===== config.mk =====
export PLATFORM = sky130hd
export DESIGN_NAME = axis_io_fifo
export DESIGN_NICKNAME = d
export VERILOG_FILES = /design/src/rtl/axis_io_fifo.sv
export SDC_FILE = /design/constraint.sdc
export NUM_CORES = 2
export LEC_CHECK = 0
export CAP_MARGIN = 10
export CORE_UTILIZATION = 45
export CTS_BUF_LIST = sky130_fd_sc_hd__clkbuf_8
export DETAILED_ROUTE_END_ITERATION = 10
export SLEW_MARGIN = 20
export SYNTH_ARGS = -nofsm -noshare
export SYNTH_HDL_FRONTEND = slang
export SYNTH_SLANG_ARGS = --single-unit

===== constraint.sdc =====
create_clock -name aclk -period 9.4 [get_ports aclk]
set_input_delay 1.41 -clock aclk [delete_from_list [all_inputs] [get_ports aclk]]
set_output_delay 1.41 -clock aclk [all_outputs]
set_load 0.05 [all_outputs]

===== src/rtl/axis_io_fifo.sv =====
// First-word-fall-through AXI-Stream FIFO with an exact occupancy count,
// sticky protocol-violation flags and a high-water mark.
module axis_io_fifo #(
  parameter int DATA_WIDTH = 128,
  parameter int DEPTH      = 32
) (
  input  logic                  aclk,
  input  logic                  areset,
  input  logic [DATA_WIDTH-1:0] s_tdata,
  input  logic                  s_tvalid,
  output logic                  s_tready,
  output logic [DATA_WIDTH-1:0] m_tdata,
  output logic                  m_tvalid,
  input  logic                  m_tready,
  output logic [31:0]           count,
  output logic                  underflow_err,
  output logic                  overflow_err,
  output logic [31:0]           high_water,
  input  logic                  err_clr
);

  localparam int ADDR_BITS = $clog2(DEPTH);

  typedef logic [ADDR_BITS-1:0] ptr_t;
  typedef logic [ADDR_BITS:0]   cnt_t;

  localparam cnt_t CNT_FULL = cnt_t'(DEPTH);
  localparam cnt_t CNT_ONE  = cnt_t'(1);
  localparam ptr_t PTR_ONE  = ptr_t'(1);

  logic [DATA_WIDTH-1:0] mem_q [DEPTH];

  ptr_t wr_ptr_q, wr_ptr_d;
  ptr_t rd_ptr_q, rd_ptr_d;
  cnt_t count_q, count_d;
  cnt_t hw_q, hw_d;
  logic uf_q, uf_d;
  logic of_q, of_d;
  logic push, pop;

  // Handshake outputs depend only on registered count, never on the partner's valid/ready.
  assign s_tready = !areset && (count_q < CNT_FULL);
  assign m_tvalid = (count_q != '0);
  assign m_tdata  = mem_q[rd_ptr_q];

  assign push = s_tvalid && s_tready;
  assign pop  = m_tvalid && m_tready;

  always_comb begin
    wr_ptr_d = wr_ptr_q;
    rd_ptr_d = rd_ptr_q;
    count_d  = count_q;
    uf_d     = uf_q;
    of_d     = of_q;
    hw_d     = hw_q;

    if (push) wr_ptr_d = wr_ptr_q + PTR_ONE;
    if (pop)  rd_ptr_d = rd_ptr_q + PTR_ONE;

    case ({push, pop})
      2'b10:   count_d = count_q + CNT_ONE;
      2'b01:   count_d = count_q - CNT_ONE;
      default: count_d = count_q;
    endcase

    // A violation on the same edge as err_clr must still be recorded.
    if (err_clr) begin
      uf_d = 1'b0;
      of_d = 1'b0;
    end
    if (m_tready && (count_q == '0))                      uf_d = 1'b1;
    if (s_tvalid && !s_tready && (count_q == CNT_FULL))   of_d = 1'b1;

    if (err_clr)              hw_d = count_d;
    else if (count_d > hw_q)  hw_d = count_d;
  end

  always_ff @(posedge aclk or posedge areset) begin
    if (areset) begin
      wr_ptr_q <= '0;
      rd_ptr_q <= '0;
      count_q  <= '0;
      uf_q     <= 1'b0;
      of_q     <= 1'b0;
      hw_q     <= '0;
    end else begin
      wr_ptr_q <= wr_ptr_d;
      rd_ptr_q <= rd_ptr_d;
      count_q  <= count_d;
      uf_q     <= uf_d;
      of_q     <= of_d;
      hw_q     <= hw_d;
    end
  end

  // Storage is not reset; the count alone decides which entries are live.
  always_ff @(posedge aclk) begin
    if (push) mem_q[wr_ptr_q] <= s_tdata;
  end

  assign count         = 32'(count_q);
  assign high_water    = 32'(hw_q);
  assign underflow_err = uf_q;
  assign overflow_err  = of_q;

endmodule


Yosys cells after proc, flatten, opt, wreduce, memory -nomap -nowiden --
Memories as Yosys holds them, arrays and structs flattened. Index checks and enable logic that the tools add are counted.
Word-level totals: bits in registers 24, bits in writable memories 4096, input port bits 133, output and inout port bits 196, word-level logic and storage cells 37, memories kept 1
Operators by class: $add $sub $neg 4, $lt $le $gt $ge 2, eq/ne operators 3, mux-type cells 8, reduce and logical (&&, ||, !) cells 13
Memory list:
- mem_q | depth 32, bits a word 128, rd ports 1, clocked after memory_dff 0, write ports 1, line 31 | logic [DATA_WIDTH-1:0] mem_q [DEPTH];
Operator list (count):
- 6-bit 2-to-1 mux | 2
- 6-bit case mux with 2 select lines | 1
- 5-bit by 1-bit adder with 5-bit output, second input constant | 2
- 6-bit by 1-bit adder with 6-bit output, second input constant | 1
- 6-bit == test, second input constant | 1
- 6-bit greater-than comparator | 1
- 1-bit logical AND | 6
- 6-bit zero test | 1
- 6-bit < comparator, second input constant | 1
- 2-bit nonzero test | 3
- 6-bit nonzero test | 1
- 6-bit by 1-bit subtractor with 6-bit output, second input constant | 1
- 1-bit 2-to-1 mux | 5
- 2-bit by 1-bit == test with 1-bit output, second input constant | 1
- 2-bit == test, second input constant | 1
- 1-bit zero test | 2

Logic depth before layout (Yosys ltp) --
depth in word-level cells 8, mapped depth 16, mapped depth without buffers 15

Worst setup path after synthesis --
No wires, ideal clock.
path type input -> register, from in areset, to mem mem_q[31][0] (enable), setup time 0.617 ns, arrival time 7.487 ns, data required time 8.783 ns, path slack 1.296 ns, stages 5, buffers on the path 2, cells stage by stage nor3b_4 -> buf_2 -> nand2_1 -> clkbuf_1 -> nor2_1
On the way: word-level cells in the longest chain between the ends 5
RTL lines:
- start: declaration | line 8 | input logic areset,
- 1-bit zero test (no source line)
- 1-bit logical AND | line 42 | assign s_tready = !areset && (count_q < CNT_FULL);
- 1-bit logical AND | line 46 | assign push = s_tvalid && s_tready;
- 1-bit 2-to-1 mux | line 98 | if (push) mem_q[wr_ptr_q] <= s_tdata;
- 1-bit 2-to-1 mux (implied by the code) | line 98
- end: declaration | line 31
No other way between the ends.

Worst setup path in the final report --
from reg rd_ptr_q[0], to out m_tdata[6]
On the way: word-level cells in the longest chain between the ends 1
RTL lines:
- start: declaration | line 34 | ptr_t rd_ptr_q, rd_ptr_d;
- start signal: assignment | line 88 | rd_ptr_q <= rd_ptr_d;
- memory read 32 x 128 bit
- end: declaration | line 12 | output logic [DATA_WIDTH-1:0] m_tdata,
No other way between the ends.

==> metrics.txt <==
status=finished, final reports clean; Hold Vio Cnt, Final=0; fmax=144.1 MHz; worst slew pin tran=~1200 ps; WL final=393100 um; vias in the first global route=73789; clock slew at reported path FFs=about 60 ps; synth unique cells=46; fin crit period=approximately 7000 ps; TritonCTS buffer count=664; Routed Antenna Nets=0; CTS root buffer=clkbuf_8; DR WL/cell=32.95 um; Clock Skews=52.81 ps; share of the yosys chip area belonging to registers=78.90%; max cap viols=0; share of layout cells above drive strength 1=32.47%; floorplan row count=~220; flops & latches, synth=4120; Post-Synthesis Cell Area=0.1566 mm^2; most frequent cell after synthesis=edfxtp_1; GPL Wtd Cong=around 0.73; worst flop-to-flop path endpoint=hw_q[5]; total track usage=between 20% and 30%; r2r startpoint=count_q[5]; Starting Density=45.25%; Slew Viols, Final=0; Worst EP arrival=5530 ps; fillcell total=26703; crit path kind=reg -> out; Core Box Area=around 0.35 mm^2; Horiz. Die Dim=592.0 um; final count of negative-setup-slack endpoints=0; CTS resizes=0; cells after synthesis=6039; fraction of registers with async set or reset after synthesis=less than 1%; initial antenna violation count=58; I/O pin count=329; Max IR drop VDD=0.2940 mV; DR DRC count=0; TritonCTS clock tree=built; 1st-iter DRT viols=around 8100; Worst slew margin=about 23%; Ys Warns=0; gr ovfl total=0; critical path startpoint=rd_ptr_q[0]; Area Growth Syn to Fin=13.18%; Top FF cell, synth=edfxtp_1; CP endpoint kind=output port; Hold WC Path Type=reg -> reg; via count=between 70000 and 80000; post-route clock period utilization=about three quarters; Hold-fix buffers, CTS=0; Setup crit end=m_tdata[6]; Synth Area per Inst=25.94 um^2; first-pass GRT wire length=roughly 550000 um; Die Area=0.3505 mm^2; port bufs=276; RSZ-0062 raised after global routing=false; Reg2Reg Depth=15; reg2reg setup slack=4470 ps; vias per cell=5.972; P_leak=55.15 nW; Longest Clk Path Bufs=4; H-tree levels=6; largest area contributor in the netlist=edfxtp_1; CP Data Required Time=7990 ps; EDFF count, synth=approximately 4100; CP Launch Type=flip-flop; chip height=slightly below 600 um; post-CTS setup-driven buffer insertion count=0; PwrDens=291.5 mW/mm^2; fin nets=6967; pin count of the biggest net entering global routing=158; synth top area cells=edfxtp_1 (79%), mux4_2 (18%), mux2_2 (0.97%); critical path peak fanout=33; Pre-antenna DRT Iters=5; list of most frequent post-synthesis cells=edfxtp_1 (4096), mux4_2 (1280), clkbuf_1 (163); Hold WS=492.8 ps; Post-DP HPWL=178500 um; Clk Latency, worst-skew pair=roughly 1200 ps; setup TNS=0 ps; top cell type's share of synthesized area=78.52%; clock sink count=4120
## metrics by stage
step / setup slack, ps / power [mW] / area [um^2] / instances / utilization [%]
3_5_place_dp: 3127 / 38.54 / 165600 / 10733 / 47.84
3_3_place_gp: 3097 / 38.50 / 165500 / 10729 / 47.81
2_1_floorplan: 1296 / 33.35 / 156800 / 6090 / -
6_report: 2463 / 51.68 / 177300 / 11930 / 51.21
5_1_grt: 2167 / 53.75 / 177300 / 11920 / 51.20
4_1_cts: 2201 / 52.36 / 177300 / 11914 / 51.21
## logic make-up (layout without fill, tap and decap cells)
family | Yosys count | in the layout | share of synthesized area [%]
flip-flops | 4120 | 4120 | 78.90
XOR/XNOR | 14 | 14 | 0.07827
buffers and inverters | 372 | 1618 | 1.169
AO/OA/AOI/OAI | 25 | 25 | 0.1126
adder cells (fa/ha/maj) | 13 | 13 | 0.1038
multiplexers | 1417 | 1417 | 19.39
other | 1 | 68 | 0.002394
AND/OR/NAND/NOR | 77 | 77 | 0.2420
## flip-flops by register name (all words and copies together) (netlist names)
register       flops
wr_ptr_q           5
count_q            6
rd_ptr_q           5
hw_q               6
overflow_err       1
underflow_err      1
mem_q           4096
## area by class of cell
class / instances / area, um^2 / share of cell area [%]
antenna: 16 / 40.04 / 0.02258
clock buffer: 674 / 9276 / 5.232
clock inverter: 507 / 2380 / 1.342
inverter: 13 / 48.80 / 0.02752
multi-input combinational: 1598 / 31640 / 17.85
sequential: 4120 / 123600 / 69.73
tap: 4578 / 5728 / 3.231
timing repair buffer: 424 / 4552 / 2.568
## worst max-delay path, cell delays in order (launching register included)
cell and delay, ps:
dfrtp_4 1090, buf_4 520, buf_4 580, mux4_2 590, mux4_2 490, mux2_2 330
clkdlybuf4s50_1 720
## power breakdown
group | leakage, nW | internal (mW) | switching [mW]
logic | 11.2 | 7.69 | 9.27
clock network | 6.81 | 6.81 | 6.97
registers | 37.1 | 20.6 | 0.348
total | 55.2 | 35.1 | 16.6
## routing by layer
metal	GRT usage, %	wire length, um	part of all wire [%]	vias up
met5	0	322	0.082	-
li1	-	-	-	28085
met1	32.10	162500	41	39496
met3	4.857	33700	8.6	598
met2	35.40	188300	48	3016
met4	5.770	8247	2.1	50
## cells in the final DEF, fill, tap and decap left out, types with 52 or more instances in the layout
cell             netlist  routed
buf_12                 0      53
buf_4                 52      92
clkbuf_8               0     674
clkdlybuf4s50_1        0     267
clkinv_1               0     179
conb_1                 1      52
edfxtp_1            4096    4096
inv_1                 13     251
mux2_2               135     135
mux4_2              1280    1280
## worst min-delay path by stage
stage / endpoint / cells after the start / from / slack [ps]
2_1_floorplan: wr_ptr_q[3] / 2 / wr_ptr_q[0] / 570
5_1_grt: underflow_err / 1 / underflow_err / 510
4_1_cts: overflow_err / 1 / overflow_err / 500
3_5_place_dp: overflow_err / 1 / overflow_err / 490
3_3_place_gp: overflow_err / 1 / overflow_err / 480
6_report: overflow_err / 1 / overflow_err / 490
Note: power is estimated with default switching activity, not from simulation.
